===== config.mk =====
export PLATFORM = sky130hd
export DESIGN_NAME = mips_cache_controller_flat
export DESIGN_NICKNAME = d
export VERILOG_FILES = /design/src/rtl/mips_cache_pkg.sv /design/src/rtl/mips_cache_controller_if.sv /design/src/rtl/mips_cache_controller.sv /design/src/flat_wrapper.sv
export SDC_FILE = /design/constraint.sdc
export NUM_CORES = 1
export LEC_CHECK = 0
export ABC_CLOCK_PERIOD_IN_PS = 1420
export BUFFER_PORTS_ARGS = -buffer_cell sky130_fd_sc_hd__buf_2
export CORE_AREA = 4 4 102 104
export DETAILED_ROUTE_END_ITERATION = 16
export DIE_AREA = 0 0 106 108
export GPL_TIMING_DRIVEN = 1
export MAX_ROUTING_LAYER = met4
export PLACE_DENSITY = 0.74
export SLEW_MARGIN = 20
export SYNTH_ARGS = -nofsm -noshare
export SYNTH_HDL_FRONTEND = slang
export SYNTH_SLANG_ARGS = --single-unit

===== constraint.sdc =====
create_clock -name clk -period 1.42 [get_ports clk]
set_clock_uncertainty 0.1 [all_clocks]
set_input_delay 0.071 -clock clk [delete_from_list [all_inputs] [get_ports clk]]
set_output_delay 0.071 -clock clk [all_outputs]
set_load 0.02 [all_outputs]

===== src/rtl/mips_cache_pkg.sv =====
// Shared types for the data-cache miss/write-through controller.
// State encoding and the bus word-alignment mask.
package mips_cache_pkg;

    typedef enum logic [2:0] {
        IDLE,
        RD_REQ,
        RD_WAIT,
        FILL,
        WR_REQ
    } cc_state_t;

    localparam logic [31:0] WORD_ALIGN = 32'hFFFF_FFFC;

endpackage


===== src/rtl/mips_cache_controller_if.sv =====
// Avalon-MM style memory bus between the cache controller and the arbiter.
// master drives requests, slave answers with waitrequest and read data.
interface mips_cache_controller_if;

    logic [31:0] mem_address;
    logic        mem_read;
    logic        mem_write;
    logic [31:0] mem_writedata;
    logic [3:0]  mem_byteenable;
    logic        mem_waitrequest;
    logic [31:0] mem_readdata;
    logic        mem_readdatavalid;

    modport master (
        output mem_address,
        output mem_read,
        output mem_write,
        output mem_writedata,
        output mem_byteenable,
        input  mem_waitrequest,
        input  mem_readdata,
        input  mem_readdatavalid
    );

    modport slave (
        input  mem_address,
        input  mem_read,
        input  mem_write,
        input  mem_writedata,
        input  mem_byteenable,
        output mem_waitrequest,
        output mem_readdata,
        output mem_readdatavalid
    );

endinterface


===== src/rtl/mips_cache_controller.sv =====
// Miss-side responder for the data cache: single-word fills over the bus
// plus a one-entry write-through store buffer, with an optional read watchdog.
module mips_cache_controller
    import mips_cache_pkg::*;
#(
    parameter int WATCHDOG_CYCLES = 0,
    parameter int WD_BITS         = 8
) (
    input  logic        clk,
    input  logic        rst,
    input  logic        stall,
    input  logic [31:0] data_addr,
    input  logic        read_en,
    input  logic        write_en,
    input  logic [31:0] writedata,
    input  logic [3:0]  byte_en,
    output logic [31:0] data_in,
    output logic        data_valid,
    output logic        busy,
    output logic        err,
    mips_cache_controller_if.master bus
);

    localparam logic [WD_BITS-1:0] WD_LAST =
        WD_BITS'(WATCHDOG_CYCLES == 0 ? 0 : WATCHDOG_CYCLES - 1);

    cc_state_t state_q, state_d;

    logic [31:0]        addr_q;
    logic [31:0]        wdata_q;
    logic [3:0]         be_q;
    logic [31:0]        data_in_q;
    logic               err_q;
    logic [WD_BITS-1:0] wd_cnt_q;

    logic ld_rd;
    logic ld_wr;
    logic wd_hit;
    logic wd_abort;

    assign wd_hit = (WATCHDOG_CYCLES != 0) && (wd_cnt_q == WD_LAST);

    always_comb begin
        state_d  = state_q;
        ld_rd    = 1'b0;
        ld_wr    = 1'b0;
        wd_abort = 1'b0;
        unique case (state_q)
            IDLE: begin
                // A miss wins over a write hit; a write miss fills first.
                if (stall && (read_en || write_en)) begin
                    ld_rd   = 1'b1;
                    state_d = RD_REQ;
                end else if (write_en && !stall) begin
                    ld_wr   = 1'b1;
                    state_d = WR_REQ;
                end
            end
            RD_REQ: begin
                if (!bus.mem_waitrequest) state_d = RD_WAIT;
            end
            RD_WAIT: begin
                if (bus.mem_readdatavalid) begin
                    state_d = FILL;
                end else if (wd_hit) begin
                    wd_abort = 1'b1;
                    state_d  = IDLE;
                end
            end
            FILL: state_d = IDLE;
            WR_REQ: begin
                if (!bus.mem_waitrequest) state_d = IDLE;
            end
            default: state_d = IDLE;
        endcase
    end

    always_ff @(posedge clk) begin
        if (rst) begin
            state_q   <= IDLE;
            addr_q    <= '0;
            wdata_q   <= '0;
            be_q      <= '0;
            data_in_q <= '0;
            err_q     <= 1'b0;
            wd_cnt_q  <= '0;
        end else begin
            state_q <= state_d;
            if (ld_rd || ld_wr) addr_q <= data_addr & WORD_ALIGN;
            if (ld_wr) begin
                wdata_q <= writedata;
                be_q    <= byte_en;
            end
            // Only a response to our own outstanding read may load the fill word.
            if (state_q == RD_WAIT && bus.mem_readdatavalid)
                data_in_q <= bus.mem_readdata;
            if (wd_abort) err_q <= 1'b1;
            if (state_q == RD_WAIT) wd_cnt_q <= wd_cnt_q + 1'b1;
            else                    wd_cnt_q <= '0;
        end
    end

    assign data_in    = data_in_q;
    assign data_valid = (state_q == FILL);
    assign busy       = (state_q != IDLE);
    assign err        = err_q;

    assign bus.mem_address    = addr_q;
    assign bus.mem_read       = (state_q == RD_REQ);
    assign bus.mem_write      = (state_q == WR_REQ);
    assign bus.mem_writedata  = wdata_q;
    assign bus.mem_byteenable = (state_q == RD_REQ) ? 4'hF :
                                (state_q == WR_REQ) ? be_q : 4'h0;

endmodule


===== src/flat_wrapper.sv =====
// flat-port wrapper written by rule: the top's interface ports become plain ports
module mips_cache_controller_flat import mips_cache_pkg::*;
#(
    parameter int WATCHDOG_CYCLES = 0,
    parameter int WD_BITS         = 8
)
  (clk, rst, stall, data_addr, read_en, write_en, writedata, byte_en, data_in, data_valid, busy, err, bus_mem_address, bus_mem_read, bus_mem_write, bus_mem_writedata, bus_mem_byteenable, bus_mem_waitrequest, bus_mem_readdata, bus_mem_readdatavalid);
  mips_cache_controller_if bus_i ();
  input  logic clk;
  input  logic rst;
  input  logic stall;
  input  logic [31:0] data_addr;
  input  logic read_en;
  input  logic write_en;
  input  logic [31:0] writedata;
  input  logic [3:0] byte_en;
  output logic [31:0] data_in;
  output logic data_valid;
  output logic busy;
  output logic err;
  output wire logic [$bits(bus_i.mem_address)-1:0] bus_mem_address;
  output wire logic [$bits(bus_i.mem_read)-1:0] bus_mem_read;
  output wire logic [$bits(bus_i.mem_write)-1:0] bus_mem_write;
  output wire logic [$bits(bus_i.mem_writedata)-1:0] bus_mem_writedata;
  output wire logic [$bits(bus_i.mem_byteenable)-1:0] bus_mem_byteenable;
  input wire logic [$bits(bus_i.mem_waitrequest)-1:0] bus_mem_waitrequest;
  input wire logic [$bits(bus_i.mem_readdata)-1:0] bus_mem_readdata;
  input wire logic [$bits(bus_i.mem_readdatavalid)-1:0] bus_mem_readdatavalid;
  assign bus_mem_address = bus_i.mem_address;
  assign bus_mem_read = bus_i.mem_read;
  assign bus_mem_write = bus_i.mem_write;
  assign bus_mem_writedata = bus_i.mem_writedata;
  assign bus_mem_byteenable = bus_i.mem_byteenable;
  assign bus_i.mem_waitrequest = bus_mem_waitrequest;
  assign bus_i.mem_readdata = bus_mem_readdata;
  assign bus_i.mem_readdatavalid = bus_mem_readdatavalid;
  mips_cache_controller #(.WATCHDOG_CYCLES(WATCHDOG_CYCLES), .WD_BITS(WD_BITS)) u_core (.clk(clk), .rst(rst), .stall(stall), .data_addr(data_addr), .read_en(read_en), .write_en(write_en), .writedata(writedata), .byte_en(byte_en), .data_in(data_in), .data_valid(data_valid), .busy(busy), .err(err), .bus(bus_i));
endmodule

==> impl_results.md <==
- Crit path launch type: flop
- Crit-path max FO: 5
- Fin crit period: 1.76 ns
- Setup violators final: 76
- Pins Over Slew Limit: 0
- GP Congestion: 0.818
- CTS clk-pin slew, worst paths: 0.10 ns
- CORE AREA: 9550 um^2
- CTS Buffer Depth: 2
- RSZ-0062 raised after global routing: yes
- Number of flops mapped to enable cells by yosys: 0
- Synth Register Bits: 101
- Setup Total Neg Slack: -17.32 ns
- Layout area overhead: 85.3%
- FILL cells: 685
- Multi-input logic area: 1690 um^2
- Hold Vio Cnt, Final: 0
- Max stage delay cell, worst path: dfxtp_4
- Top cells by area, synth: dfxtp_1, nand2_1, a21oi_1
- RR Endpoint: u_core.bus.mem_writedata[29]
- Failing checks: negative setup slack
- Arrival @ worst endpoint: 1.94 ns
- Netlist cell types: 27
- Most frequent CP cell: buf_6
- Detail Route Antenna Nets: 0
- Pin count of the biggest net entering global routing: 44
- Final Hold Slack: 0.123 ns
- Crit-path max cell delay: 0.37 ns
- Final setup margin: -0.337 ns
- Critical Path RT: 1.61 ns
- Dpl cells: 787
- Crit end category: flop
- Worst skew pair latency: 0.36 ns
- Fin nets: 891
- Vias in the first global route: 4457
- R2R Setup Slk: -0.34 ns
- DRT Pass-1 Iters: 5
- Drt total wl: 14900 um
- Top FF cell, synth: dfxtp_1
- First-pass GRT wire length: 21300 um
- Pwr dens: 1030 nW/um^2
- Hold Crit Start: stall
- GR Overflow Total: 0
- Via density: 4.94
- Share of post-route cells with drive strength above 1: 40.7%
- Die ar.: 11400 um^2
- Mean Syn Cell Area: 7.86 um^2
- Num rows: 36
- Post-synth top area share: 55.6%
- Drt initial violations: 284
- Most frequent cell after synthesis: nand2_1
- Max Fclk: 569 MHz
- Ports: 212
- Final HPWL DP: 7590 um
- Critical path class: flop to flop
- Root Driver: clkbuf_8
- Ranking of synthesized cells by instance count: nand2_1, a21oi_1, dfxtp_1
- Status: finished with violations
- Synth Cell Area: 3640 um^2
- DR WL/cell: 16.2 um
- Initial Utilization: 38.1%
- Worst R2R Start: u_core.state_q[1]
- Sequential Area: 2030 um^2
- Worst-path cell chain: buf_6 -> nor3_4 -> inv_2 -> nor3b_4 -> buf_6 -> buf_16 -> nand2_4 -> a21oi_2
- WHS Endpoint: u_core.bus.mem_writedata[20]
- TritonCTS clock tree: built
- # port buffers: 206
- Hold Crit Class: primary input to flop
- P_leak: 3.07 nW
- Chip height: 108 um
- Post-Layout Cell Count: 922
- Total track usage: 24.0%
- Die W: 106 um
- Area leader, netlist: dfxtp_1
- Synth async-reset ratio: 0%
- Seq/Total Area, Yosys: 55.6%
- Synthesized instance count: 463
- Warnings from Yosys: 0
- Hold Crit Depth: 5
- Pre-CTS WS: -0.0789 ns
- CTS Sinks: 101
- Finished Core Util: 70.6%
- Worst Reg-to-Reg Cells: 8
- H-tree depth: 3
- Total CTS buffers: 9
- Initial antenna violation count: 0
- Remaining DRCs: 0
- Via count: 4551
- Final Cycle Share: 124%
- Antenna diode count: 0
- Peak supply drop: 0.000610 V
- Max_cap viols: 0
-- power by group --
group / total, mW / switching, mW / internal, mW
clock: 1.98 / 0.994 / 0.991
combinational: 1.89 / 0.983 / 0.909
sequential: 3.10 / 0.0953 / 3.00
-- layout by cell type, fill, tap and decap left out, types with 3 or more instances in the layout --
| cell type | Yosys | routed |
|---|---|---|
| buf_2 | 6 | 197 |
| nand2_1 | 198 | 176 |
| dlygate4sd3_1 | 0 | 100 |
| dfxtp_1 | 101 | 98 |
| a21oi_1 | 101 | 73 |
| a21oi_2 | 0 | 28 |
| buf_6 | 3 | 19 |
| nand2_2 | 0 | 15 |
| buf_4 | 3 | 11 |
| clkbuf_8 | 0 | 9 |
| nand2_4 | 0 | 7 |
| buf_12 | 0 | 7 |
| clkbuf_16 | 0 | 5 |
| a21o_1 | 4 | 4 |
| nor2_4 | 0 | 3 |
| conb_1 | 1 | 3 |
| clkinvlp_4 | 0 | 3 |
| buf_16 | 0 | 3 |
-- layer usage --
metal | global-route usage [%] | vias up | share of wire, %
met5 | - | - | 0
li1 | - | 2132 | -
met3 | 3.94 | 63 | 6.1
met2 | 43.9 | 232 | 53
met4 | 12.7 | 0 | 4.5
met1 | 24.8 | 2124 | 36
-- worst max-delay path: cells and delay by family (launching register included) --
family                 cells  cell delay (ns)
AND/OR/NAND/NOR            3             0.51
flip-flops                 1             0.37
AO/OA/AOI/OAI              1             0.16
buffers and inverters      4             0.53
-- sequential cells by signal, indices dropped and copies added, names as in the netlist --
register,flops
u_core.bus.mem_writedata,32
u_core.data_in,32
u_core.bus.mem_address,30
u_core.be_q,4
u_core.state_q,3
-- cells by family (layout without fill, tap and decap cells) --
group                  Yosys count  after routing  share of synthesized area [%]
AO/OA/AOI/OAI                  109            109                           15.5
buffers and inverters           37            361                           4.98
flip-flops                     101            101                           55.6
multiplexers                     1              1                          0.309
other                            1              3                          0.103
AND/OR/NAND/NOR                214            214                           23.6
-- cell type report --
cell class                      count  share of cell area, %
Tap cell                          133                   2.47
Inverter                            3                  0.204
Sequential cell                   101                   30.1
Timing Repair Buffer              342                   39.0
Clock buffer                       10                   1.89
Multi-Input combinational cell    327                   25.0
Clock inverter                      6                   1.30
-- per-stage QoR --
step / instance area, um^2 / power (mW)
3_5_place_dp: 4900 / 4.38
4_1_cts: 6410 / 6.79
3_3_place_gp: 4900 / 4.34
5_1_grt: 6740 / 7.27
6_report: 6740 / 6.97
2_1_floorplan: 3660 / 3.86
-- how the worst max path moves through the flow --
| stage | slack [ns] | cells after the start | startpoint | end |
|---|---|---|---|---|
| floorplan | -0.16 | 5 | u_core.state_q[2] | u_core.state_q[0] |
| global placement | -0.008 | 6 | u_core.state_q[1] | u_core.bus.mem_writedata[10] |
| detailed placement | -0.08 | 6 | u_core.state_q[1] | u_core.bus.mem_writedata[23] |
| CTS | -0.22 | 7 | u_core.state_q[1] | u_core.state_q[0] |
| global route | -0.40 | 8 | u_core.state_q[1] | u_core.bus.mem_writedata[29] |
| finish | -0.34 | 8 | u_core.state_q[1] | u_core.bus.mem_writedata[29] |
-- timing repair --
item                                    CTS  global route
pin swaps                                11            25
gates cloned                              4             6
gates resized for setup                  37            64
hold buffers                            100             0
buffers inserted                          9             1
endpoints found under the setup margin   49           108
endpoints found under the hold margin   100             0
(Power assumes the default switching activity.)
